--- src/rtl/fir_ch_sched_if.sv ---
// Bundles the request/result side and the core-control side of the FIR channel scheduler.
// The scheduler is the slave. The master side drives requests and the core result.
interface fir_ch_sched_if #(
  parameter int NUM_CH = 2,
  parameter int CH_W   = 1
);
  logic [NUM_CH-1:0]    req;
  logic [15:0]          core_out;
  logic                 ovr_clr;
  logic                 sequencing;
  logic [CH_W-1:0]      ch_sel;
  logic                 busy;
  logic [16*NUM_CH-1:0] dout;
  logic [NUM_CH-1:0]    dout_vld;
  logic [NUM_CH-1:0]    overrun;

  modport master (
    output req, core_out, ovr_clr,
    input  sequencing, ch_sel, busy, dout, dout_vld, overrun
  );

  modport slave (
    input  req, core_out, ovr_clr,
    output sequencing, ch_sel, busy, dout, dout_vld, overrun
  );
endinterface

--- src/rtl/fir_ch_sched.sv ---
// Round-robin scheduler that time-shares one FIR MAC core across NUM_CH channels.
// Each grant opens a NUM_COEFF+1 cycle sequencing window, then waits one drain cycle and captures the result.
module fir_ch_sched #(
  parameter int NUM_COEFF = 1021,
  parameter int NUM_CH    = 2,
  parameter int CH_W      = 1,
  parameter int CNT_W     = 11
) (
  input logic           clk,
  input logic           rst,
  fir_ch_sched_if.slave bus
);

  typedef enum logic [1:0] {IDLE, RUN, DRAIN, CAPT} state_t;

  state_t               state, state_next;
  logic [NUM_CH-1:0]    pending, overrun_q, dout_vld_q;
  logic [NUM_CH-1:0]    grant_mask, overrun_set;
  logic [CH_W-1:0]      rr_ptr, ch_sel_q, grant_ch, idx;
  logic                 grant_vld, sequencing_q;
  logic [CNT_W-1:0]     cnt;
  logic [16*NUM_CH-1:0] dout_q;

  // Scan downward from the farthest offset so the channel nearest rr_ptr wins.
  always_comb begin
    grant_vld = 1'b0;
    grant_ch  = '0;
    idx       = '0;
    for (int i = NUM_CH - 1; i >= 0; i--) begin
      idx = CH_W'((int'(rr_ptr) + i) % NUM_CH);
      if (pending[idx]) begin
        grant_vld = 1'b1;
        grant_ch  = idx;
      end
    end
  end

  assign grant_mask  = (state == IDLE && grant_vld) ? (NUM_CH'(1) << grant_ch) : '0;
  assign overrun_set = bus.req & pending & ~grant_mask;

  always_comb begin
    state_next = state;
    case (state)
      IDLE:    if (grant_vld) state_next = RUN;
      RUN:     if (cnt == CNT_W'(NUM_COEFF)) state_next = DRAIN;
      DRAIN:   state_next = CAPT;
      CAPT:    state_next = IDLE;
      default: state_next = IDLE;
    endcase
  end

  always_ff @(posedge clk) begin
    if (rst) state <= IDLE;
    else     state <= state_next;
  end

  // A request arriving in the same cycle its pending bit is granted re-arms it without an overrun.
  always_ff @(posedge clk) begin
    if (rst) begin
      pending      <= '0;
      overrun_q    <= '0;
      rr_ptr       <= '0;
      ch_sel_q     <= '0;
      cnt          <= '0;
      sequencing_q <= 1'b0;
      dout_q       <= '0;
      dout_vld_q   <= '0;
    end else begin
      pending      <= (pending & ~grant_mask) | bus.req;
      overrun_q    <= (bus.ovr_clr ? '0 : overrun_q) | overrun_set;
      sequencing_q <= (state_next == RUN);
      dout_vld_q   <= '0;
      case (state)
        IDLE: begin
          if (grant_vld) begin
            ch_sel_q <= grant_ch;
            rr_ptr   <= CH_W'((int'(grant_ch) + 1) % NUM_CH);
            cnt      <= '0;
          end
        end
        RUN: begin
          if (cnt != CNT_W'(NUM_COEFF)) cnt <= cnt + CNT_W'(1);
        end
        CAPT: begin
          dout_q[16*ch_sel_q +: 16] <= bus.core_out;
          dout_vld_q                <= NUM_CH'(1) << ch_sel_q;
        end
        default: ;
      endcase
    end
  end

  assign bus.sequencing = sequencing_q;
  assign bus.ch_sel     = ch_sel_q;
  assign bus.busy       = (state != IDLE);
  assign bus.dout       = dout_q;
  assign bus.dout_vld   = dout_vld_q;
  assign bus.overrun    = overrun_q;

endmodule

--- src/flat_wrapper.sv ---
// flat-port wrapper written by rule: the top's interface ports become plain ports
module fir_ch_sched_flat 
#(
  parameter int NUM_COEFF = 1021,
  parameter int NUM_CH    = 2,
  parameter int CH_W      = 1,
  parameter int CNT_W     = 11
)
  (clk, rst, bus_req, bus_core_out, bus_ovr_clr, bus_sequencing, bus_ch_sel, bus_busy, bus_dout, bus_dout_vld, bus_overrun);
  fir_ch_sched_if #(.NUM_CH(NUM_CH), .CH_W(CH_W)) bus_i ();
  input logic clk;
  input logic rst;
  input wire logic [$bits(bus_i.req)-1:0] bus_req;
  input wire logic [$bits(bus_i.core_out)-1:0] bus_core_out;
  input wire logic [$bits(bus_i.ovr_clr)-1:0] bus_ovr_clr;
  output wire logic [$bits(bus_i.sequencing)-1:0] bus_sequencing;
  output wire logic [$bits(bus_i.ch_sel)-1:0] bus_ch_sel;
  output wire logic [$bits(bus_i.busy)-1:0] bus_busy;
  output wire logic [$bits(bus_i.dout)-1:0] bus_dout;
  output wire logic [$bits(bus_i.dout_vld)-1:0] bus_dout_vld;
  output wire logic [$bits(bus_i.overrun)-1:0] bus_overrun;
  assign bus_i.req = bus_req;
  assign bus_i.core_out = bus_core_out;
  assign bus_i.ovr_clr = bus_ovr_clr;
  assign bus_sequencing = bus_i.sequencing;
  assign bus_ch_sel = bus_i.ch_sel;
  assign bus_busy = bus_i.busy;
  assign bus_dout = bus_i.dout;
  assign bus_dout_vld = bus_i.dout_vld;
  assign bus_overrun = bus_i.overrun;
  fir_ch_sched #(.NUM_COEFF(NUM_COEFF), .NUM_CH(NUM_CH), .CH_W(CH_W), .CNT_W(CNT_W)) u_core (.clk(clk), .rst(rst), .bus(bus_i));
endmodule
--- config.mk ---
export PLATFORM = sky130hd
export DESIGN_NAME = fir_ch_sched_flat
export DESIGN_NICKNAME = d
export VERILOG_FILES = /design/src/rtl/fir_ch_sched_if.sv /design/src/rtl/fir_ch_sched.sv /design/src/flat_wrapper.sv
export SDC_FILE = /design/constraint.sdc
export NUM_CORES = 1
export LEC_CHECK = 0
export ABC_AREA = 1
export CAP_MARGIN = 20
export CORE_ASPECT_RATIO = 2
export CORE_MARGIN = 2
export CORE_UTILIZATION = 35
export DETAILED_ROUTE_END_ITERATION = 7
export DONT_BUFFER_PORTS = 1
export GPL_ROUTABILITY_DRIVEN = 1
export GPL_TIMING_DRIVEN = 0
export PLACE_DENSITY = 0.54
export SYNTH_ARGS = -nofsm -noshare
export SYNTH_HDL_FRONTEND = slang
export SYNTH_SLANG_ARGS = --single-unit
--- constraint.sdc ---
create_clock -name clk -period 1.2 [get_ports clk]
set_input_delay 0.24 -clock clk [delete_from_list [all_inputs] [get_ports clk]]
set_output_delay 0.24 -clock clk [all_outputs]
set_load 0.05 [all_outputs]
==> impl_metrics.csv, run 1 <==
group,metric,value,unit
timing,fin_ws,-150.5,ps
layout,fin_cells,362,
global_route,track_usage,16.94,%
die,coreArea,0.005956,mm²
logic_synthesis,synth_area_leaders,"dfxtp_1, nor2_1, o21ai_0",
logic_synthesis,synth_top_cell_by_area,"dfxtp_1",
timing,slew_headroom,65.62,%
worst_setup_path,cp-end-kind,"flip-flop",
detailed_routing,drt_pass1_iterations,4,
clock_network,htree_levels,2,
worst_setup_path,cp-start-kind,"flip-flop",
layout,synthToLayoutAreaGrowth,23.37,%
die,die_h,114.5,µm
place,port_buffers,0,
clock_network,clock_path_buffers,2,
detailed_routing,via_count,1763,
detailed_routing,routed_via_density,4.870,
place,place_congestion,0.7677,
die,io_pins,60,
run_status,outcome,"complete, but fails checks",
power_and_ir_drop,powerDensity,1395,mW/mm²
clock_network,tritoncts,"yes",
global_route,grt_pass1_vias,1766,
timing,finalCritPeriodShare,112.5,%
logic_synthesis,syn_area,0.002136,mm²
clock_network,insertion_delay,290,ps
run_status,violations,"negative setup slack",
timing,final-setup-viol-count,13,
run,maxCapViolations,0,
logic_synthesis,ys_seq_area_share,50.62,%
logic_synthesis,syn_avg_cell_area,7.494,µm²
clock_network,cts-root-buf,"clkbuf_16",
worst_setup_path,crit_type,"flip-flop to flip-flop",
clock_network,numCtsBuffers,5,
clock_network,cts.sinks,54,
detailed_routing,wl,5252,µm
clock_network,path_clk_slew,70,ps
worst_hold_path,hold_path_class,"input port to flip-flop",
place,placed_cells,348,
detailed_routing,drt_iter0_drc,25,
timing,period_needed,1351,ps
die,rows,40,
worst_setup_path,worstPathArrival,1510,ps
timing,slew_viol_final,0,
layout,fin_area,0.002635,mm²
power_and_ir_drop,p_leak,0.0009779,µW
detailed_routing,drc,0,
timing,worst_pin_slew,515.0,ps
layout,final_nets,321,
timing,rsz0062_at_grt,"yes",
timing,finClkSkew,3.333,ps
global_route,antenna_found_initial,0,
logic_synthesis,yosys.cell_types.count,22,
logic_synthesis,syn-num-nets,308,
die,design.die.area,0.006781,mm²
worst_setup_path,crit_fanout,6,
logic_synthesis,ys.warnings.count,0,
detailed_routing,ant_nets,0,
place,placed_area,0.002245,mm²
global_route,grt_max_degree,17,
logic_synthesis,synth_top_area_share,50.62,%
detailed_routing,wl_per_cell,14.51,µm
global_route,grt_pass1_wl,8604,µm
place,dp_hpwl,3981,µm
logic_synthesis,ys_seq_elements,54,
layout,layout-drive-gt1-share,29.77,%
logic_synthesis,syn_inst,285,
timing,fin_hold_ws,46.89,ps
worst_setup_path,required,1360,ps
layout,fillers,586,
timing,fmax,740.5,MHz
layout,antenna_cells,0,
die,die-width,59.24,µm
timing,hold_viol,0,
die,start_util,35.86,%
global_route,grt_overflow,0,
power_and_ir_drop,peakVddDrop,0.9748,mV
per-stage QoR:
step | total power [µW] | worst slack (ps) | setup TNS [ps] | util (%)
after detailed placement | 2154 | -323.3 | -8651 | 37.69
final | 3675 | -150.5 | -1323 | 44.24
after global placement | 2151 | -279.6 | -7731 | 37.69
after global routing | 3813 | -250.2 | -2567 | 44.24
after CTS | 3712 | -153.1 | -2003 | 42.58
after floorplan | 2095 | -20.13 | -66.53 | -
synth_stat cells:
cell type,instances
nor2_4,3
nand2_1,39
nand2_4,2
ha_1,2
nand3_1,10
o21ai_2,1
o21ai_1,1
nand3b_1,2
dfxtp_1,54
o22ai_1,2
inv_2,1
clkbuf_1,8
inv_1,37
nor3_1,1
a21oi_1,28
nand2_2,3
o21ai_0,33
buf_1,1
nor2_1,54
or2_2,1
buf_6,1
nand3_2,1
cells in the final DEF, fill, tap and decap left out, drive strengths merged:
master,count
dfxtp,54
a21oi,28
o21ai,35
clkinvlp,1
nand3,11
or2,1
clkbuf,10
nor2,57
nand2,44
ha,2
nor3,1
nand3b,2
buf,12
clkinv,1
o22ai,2
inv,38
report_power, final:
group	internal [µW]	leakage [µW]	switching, µW
combinational	127	0.000453	190
sequential	1820	0.000452	71.8
clock	827	0.0000729	641
total	2770	0.000978	903
kinds of logic (layout without fill, tap and decap cells):
kind of cell	Yosys count	after routing	share of synthesized area [%]
flops	54	54	50.62
compound gates	65	65	15.52
fa+ha+maj	2	2	1.171
buf+inv	48	62	8.787
simple gates	116	116	23.90
critical path, stage by stage (launching register included):
cell	delay, ps
dfxtp_4	360
inv_2	60
ha_4	110
inv_2	30
nor2_2	70
nand3_2	100
nand2_4	120
nand2_8	80
buf_8	150
nand3b_1	80
a21oi_1	60
repair_timing:
item | in CTS | in global routing
resized for setup | 34 | 49
gates cloned | 1 | 0
pin swaps | 4 | 5
buffers inserted | 5 | 0
endpoints found under the setup margin | 51 | 55
hold buffers | 0 | 0
area by class of cell:
| type | instances | area (µm²) | share of cell area [%] |
|---|---|---|---|
| sequential | 54 | 1127 | 42.78 |
| multi-input combinational | 183 | 992.2 | 37.65 |
| buffer | 10 | 68.82 | 2.612 |
| inverter | 38 | 147.6 | 5.603 |
| clock inverter | 2 | 12.51 | 0.4748 |
| timing repair buffer | 6 | 68.82 | 2.612 |
| tap | 63 | 78.83 | 2.991 |
| clock buffer | 6 | 138.9 | 5.271 |
worst paths after layout:
path / start / endpoint / slack (ps) / cells after the start
min: rst / u_core.rr_ptr / 50 / 1
max reg2reg: u_core.cnt[1] / u_core.cnt[8] / -150 / 10
min reg2reg: u_core.cnt[0] / u_core.cnt[0] / 480 / 1
max: u_core.cnt[1] / u_core.cnt[8] / -150 / 10
state kept, by name, summed over array words and instances, names as in the netlist:
signal,count
u_core.state,2
u_core.bus.ch_sel,1
u_core.bus.dout_vld,2
u_core.bus.dout,32
u_core.pending,2
u_core.rr_ptr,1
u_core.bus.sequencing,1
u_core.cnt,11
u_core.bus.overrun,2
layer usage:
layer / routed length (µm) / GRT usage (%) / up-vias
li1: - / - / 925
met1: 1873 / 17.45 / 795
met2: 3014 / 30.26 / 36
met3: 257 / 4.181 / 7
met4: 106 / 8.485 / 0
met5: 0 / 0 / -
(Power assumes the default switching activity.)
==> run 2, diff against run 1 <==
--- a/config.mk
+++ b/config.mk
@@ -14,7 +14,7 @@
 export DONT_BUFFER_PORTS = 1
 export GPL_ROUTABILITY_DRIVEN = 1
 export GPL_TIMING_DRIVEN = 0
-export PLACE_DENSITY = 0.54
+export PLACE_DENSITY = 0.52
 export SYNTH_ARGS = -nofsm -noshare
 export SYNTH_HDL_FRONTEND = slang
 export SYNTH_SLANG_ARGS = --single-unit
==> constraint.sdc (replaced) <==
create_clock -name clk -period 1.7 [get_ports clk]
set_input_delay 0.34 -clock clk [delete_from_list [all_inputs] [get_ports clk]]
set_output_delay 0.34 -clock clk [all_outputs]
set_load 0.05 [all_outputs]
==> run 2 against run 1 <==
  * The flow now finishes without violations
  * Non-clock buffer count decreased by 6
  * Via count decreased by 0.28%
  * Sequential power decreased by 30%
  * Register-to-register slack improved by 380 ps
  * Final area decreased by 9.4%
  * Setup slack improved by 310 ps
  * Count of clock-buffer cells in the layout unchanged
  * Clock power decreased by 20%
  * Global-route usage decreased by 0.53 points
  * Critical path depth decreased by 8
  * Combinational power decreased by 52%
  * Total power decreased by 28%
  * Critical path type is now flip-flop to primary output
  * Highest routed layer unchanged
==> impl_metrics.csv, run 2 (synthesized netlist as in run 1, its figures left out) <==
group,metric,value,unit
layout,largest_reg_flops,32,
global_route,grt_pass1_vias,1712,
die,design.die.area,0.006781,mm²
global_route,grt_max_degree,16,
clock_network,numCtsBuffers,5,
power_and_ir_drop,clockPowerShare,44.3,%
detailed_routing,highest_layer,"met4",
detailed_routing,wl_per_cell,14.25,µm
power_and_ir_drop,combPwrFrac,5.8,%
layout,layout_commonest_cell,"nor2_1",
timing,finalCritPeriodShare,90.63,%
die,io_pins,60,
worst_setup_path,worstReg2RegEnd,"u_core.bus.dout[3]",
worst_hold_path,hold_path_class,"input port to flip-flop",
detailed_routing,drc,0,
worst_setup_path,crit_type,"flip-flop to primary output",
detailed_routing,ant_nets,0,
layout,final_core_util,40.08,%
global_route,grt_pass1_wl,8259,µm
global_route,track_usage,16.42,%
layout,fin_cells,355,
global_route,antenna_found_initial,0,
worst_setup_path,required,1360,ps
clock_network,insertion_delay,300,ps
detailed_routing,wl_met2,2813,µm
detailed_routing,via_count,1758,
clock_network,htree_levels,2,
timing,final-setup-viol-count,0,
global_route,grt_overflow,0,
power_and_ir_drop,peakVddDrop,0.8445,mV
clock_network,path_clk_slew,70,ps
run_status,outcome,"finished, final reports clean",
power_and_ir_drop,p_leak,0.0009119,µW
worst_setup_path,crit_chain,"nor2_1 > inv_1",
worst_setup_path,cp-start-kind,"flip-flop",
worst_setup_path,endpoint,"bus_busy",
die,die-width,59.24,µm
layout,layout_common_cells,"nor2_1, dfxtp_1, nand2_1",
place,dp_hpwl,3912,µm
clock_network,cts_hold_buf,0,
place,placed_cells,348,
detailed_routing,routed_via_density,4.952,
worst_setup_path,r2r_cells,6,
power_and_ir_drop,switching_power,601.5,µW
detailed_routing,dr_wl_met3,237,µm
timing,worst_pin_slew,551.5,ps
power_and_ir_drop,powerDensity,1113,mW/mm²
clock_network,cts.sinks,54,
run,maxCapViolations,0,
timing,fin_ws,159.3,ps
timing,slew_headroom,63.18,%
clock_network,clock_path_buffers,2,
clock_network,cts-root-buf,"clkbuf_16",
detailed_routing,drt_iter0_drc,35,
timing,hold_viol,0,
timing,rsz0062_at_grt,"no",
layout,synthToLayoutAreaGrowth,11.78,%
power_and_ir_drop,p_int,2056,µW
detailed_routing,drt_pass1_iterations,4,
die,coreArea,0.005956,mm²
worst_setup_path,cp-end-kind,"primary output",
worst_setup_path,max_stage_delay,440,ps
worst_setup_path,r2r-start,"u_core.state[1]",
timing,slew_viol_final,0,
place,dp_slack,-194.5,ps
worst_setup_path,worstPathArrival,1200,ps
power_and_ir_drop,seq_power_share,50.0,%
place,port_buffers,0,
place,place_congestion,0.7651,
power_and_ir_drop,swShare,22.63,%
timing,fmax,649.1,MHz
die,start_util,35.86,%
clock_network,tritoncts,"yes",
detailed_routing,drt-met1-wl,1875,µm
power_and_ir_drop,power,2658,µW
layout,final_nets,315,
timing,period_needed,1541,ps
worst_setup_path,startpoint,"u_core.state[1]",
worst_setup_path,cp_slowest_cell,"dfxtp_1",
layout,layout-drive-gt1-share,7.192,%
detailed_routing,wl,5060,µm
worst_setup_path,crit_fanout,5,
die,die_h,114.5,µm
timing,finClkSkew,4.213,ps
layout,antenna_cells,0,
die,rows,40,
worst_setup_path,r2r_setup_slack,230,ps
==> run 2: changes by cell type in the layout (fill, tap and decap cells not counted), moves of 5 or more <==
cell / change
dfxtp_1: +26
o21ai_0: +8
inv_1: +5
buf_4: -7
dfxtp_2: -22
nor2_1: +9
clkbuf_1: +5
nand2_1: +5
o21ai_1: -6
nand2_2: -5
nor2_2: -7
==> run 2: worst min-delay path by stage <==
stage	to	startpoint	cells after the start	slack (ps)
global placement	u_core.rr_ptr	rst	1	450
global route	u_core.rr_ptr	rst	1	150
CTS	u_core.rr_ptr	rst	1	140
floorplan	u_core.cnt[3]	u_core.cnt[3]	2	440
finish	u_core.rr_ptr	rst	1	150
detailed placement	u_core.rr_ptr	rst	1	460
==> run 2: timing repair <==
action,CTS,global route
gates resized for setup,1,1
setup buffers,0,0
setup endpoints to repair,22,2
==> run 2: layout make-up <==
class,count,area (µm²)
plain buffers,10,45.04
clock buffers,6,138.9
clock inverters,1,30.03
fillers,630,3568
inverters,38,142.6
multi-input cells,183,867.1
flip-flops and latches,54,1085
well taps,63,78.83
==> run 2: stage by stage <==
step	hold WS (ps)	TNS (ps)	instance area, µm²
finish	147.4	0	2387
global route	146.3	0	2387
CTS	142.0	0	2385
detailed placement	459.2	-1526	2215
global placement	449.7	-1243	2215
floorplan	437.1	0	2136
==> run 2: worst max-delay path, delay by kind of cell, from the launching register on <==
kind	cells	cell delay [ps]
AND/OR/NAND/NOR	1	110
flip-flops	1	440
buffers and inverters	1	360
==> run 2: power by group through the flow <==
stage	combinational, µW	sequential (µW)	clock [µW]
after floorplan	119	1350	0
after global placement	154	1360	0
after detailed placement	156	1360	0
after CTS	156	1330	1210
after global routing	171	1330	1240
final	153	1330	1180
==> run 2: per-layer routing <==
metal | vias up | GRT usage (%)
li1 | 922 | -
met1 | 788 | 17.42
met2 | 39 | 29.01
met3 | 9 | 3.277
met4 | 0 | 8.788
met5 | - | 0
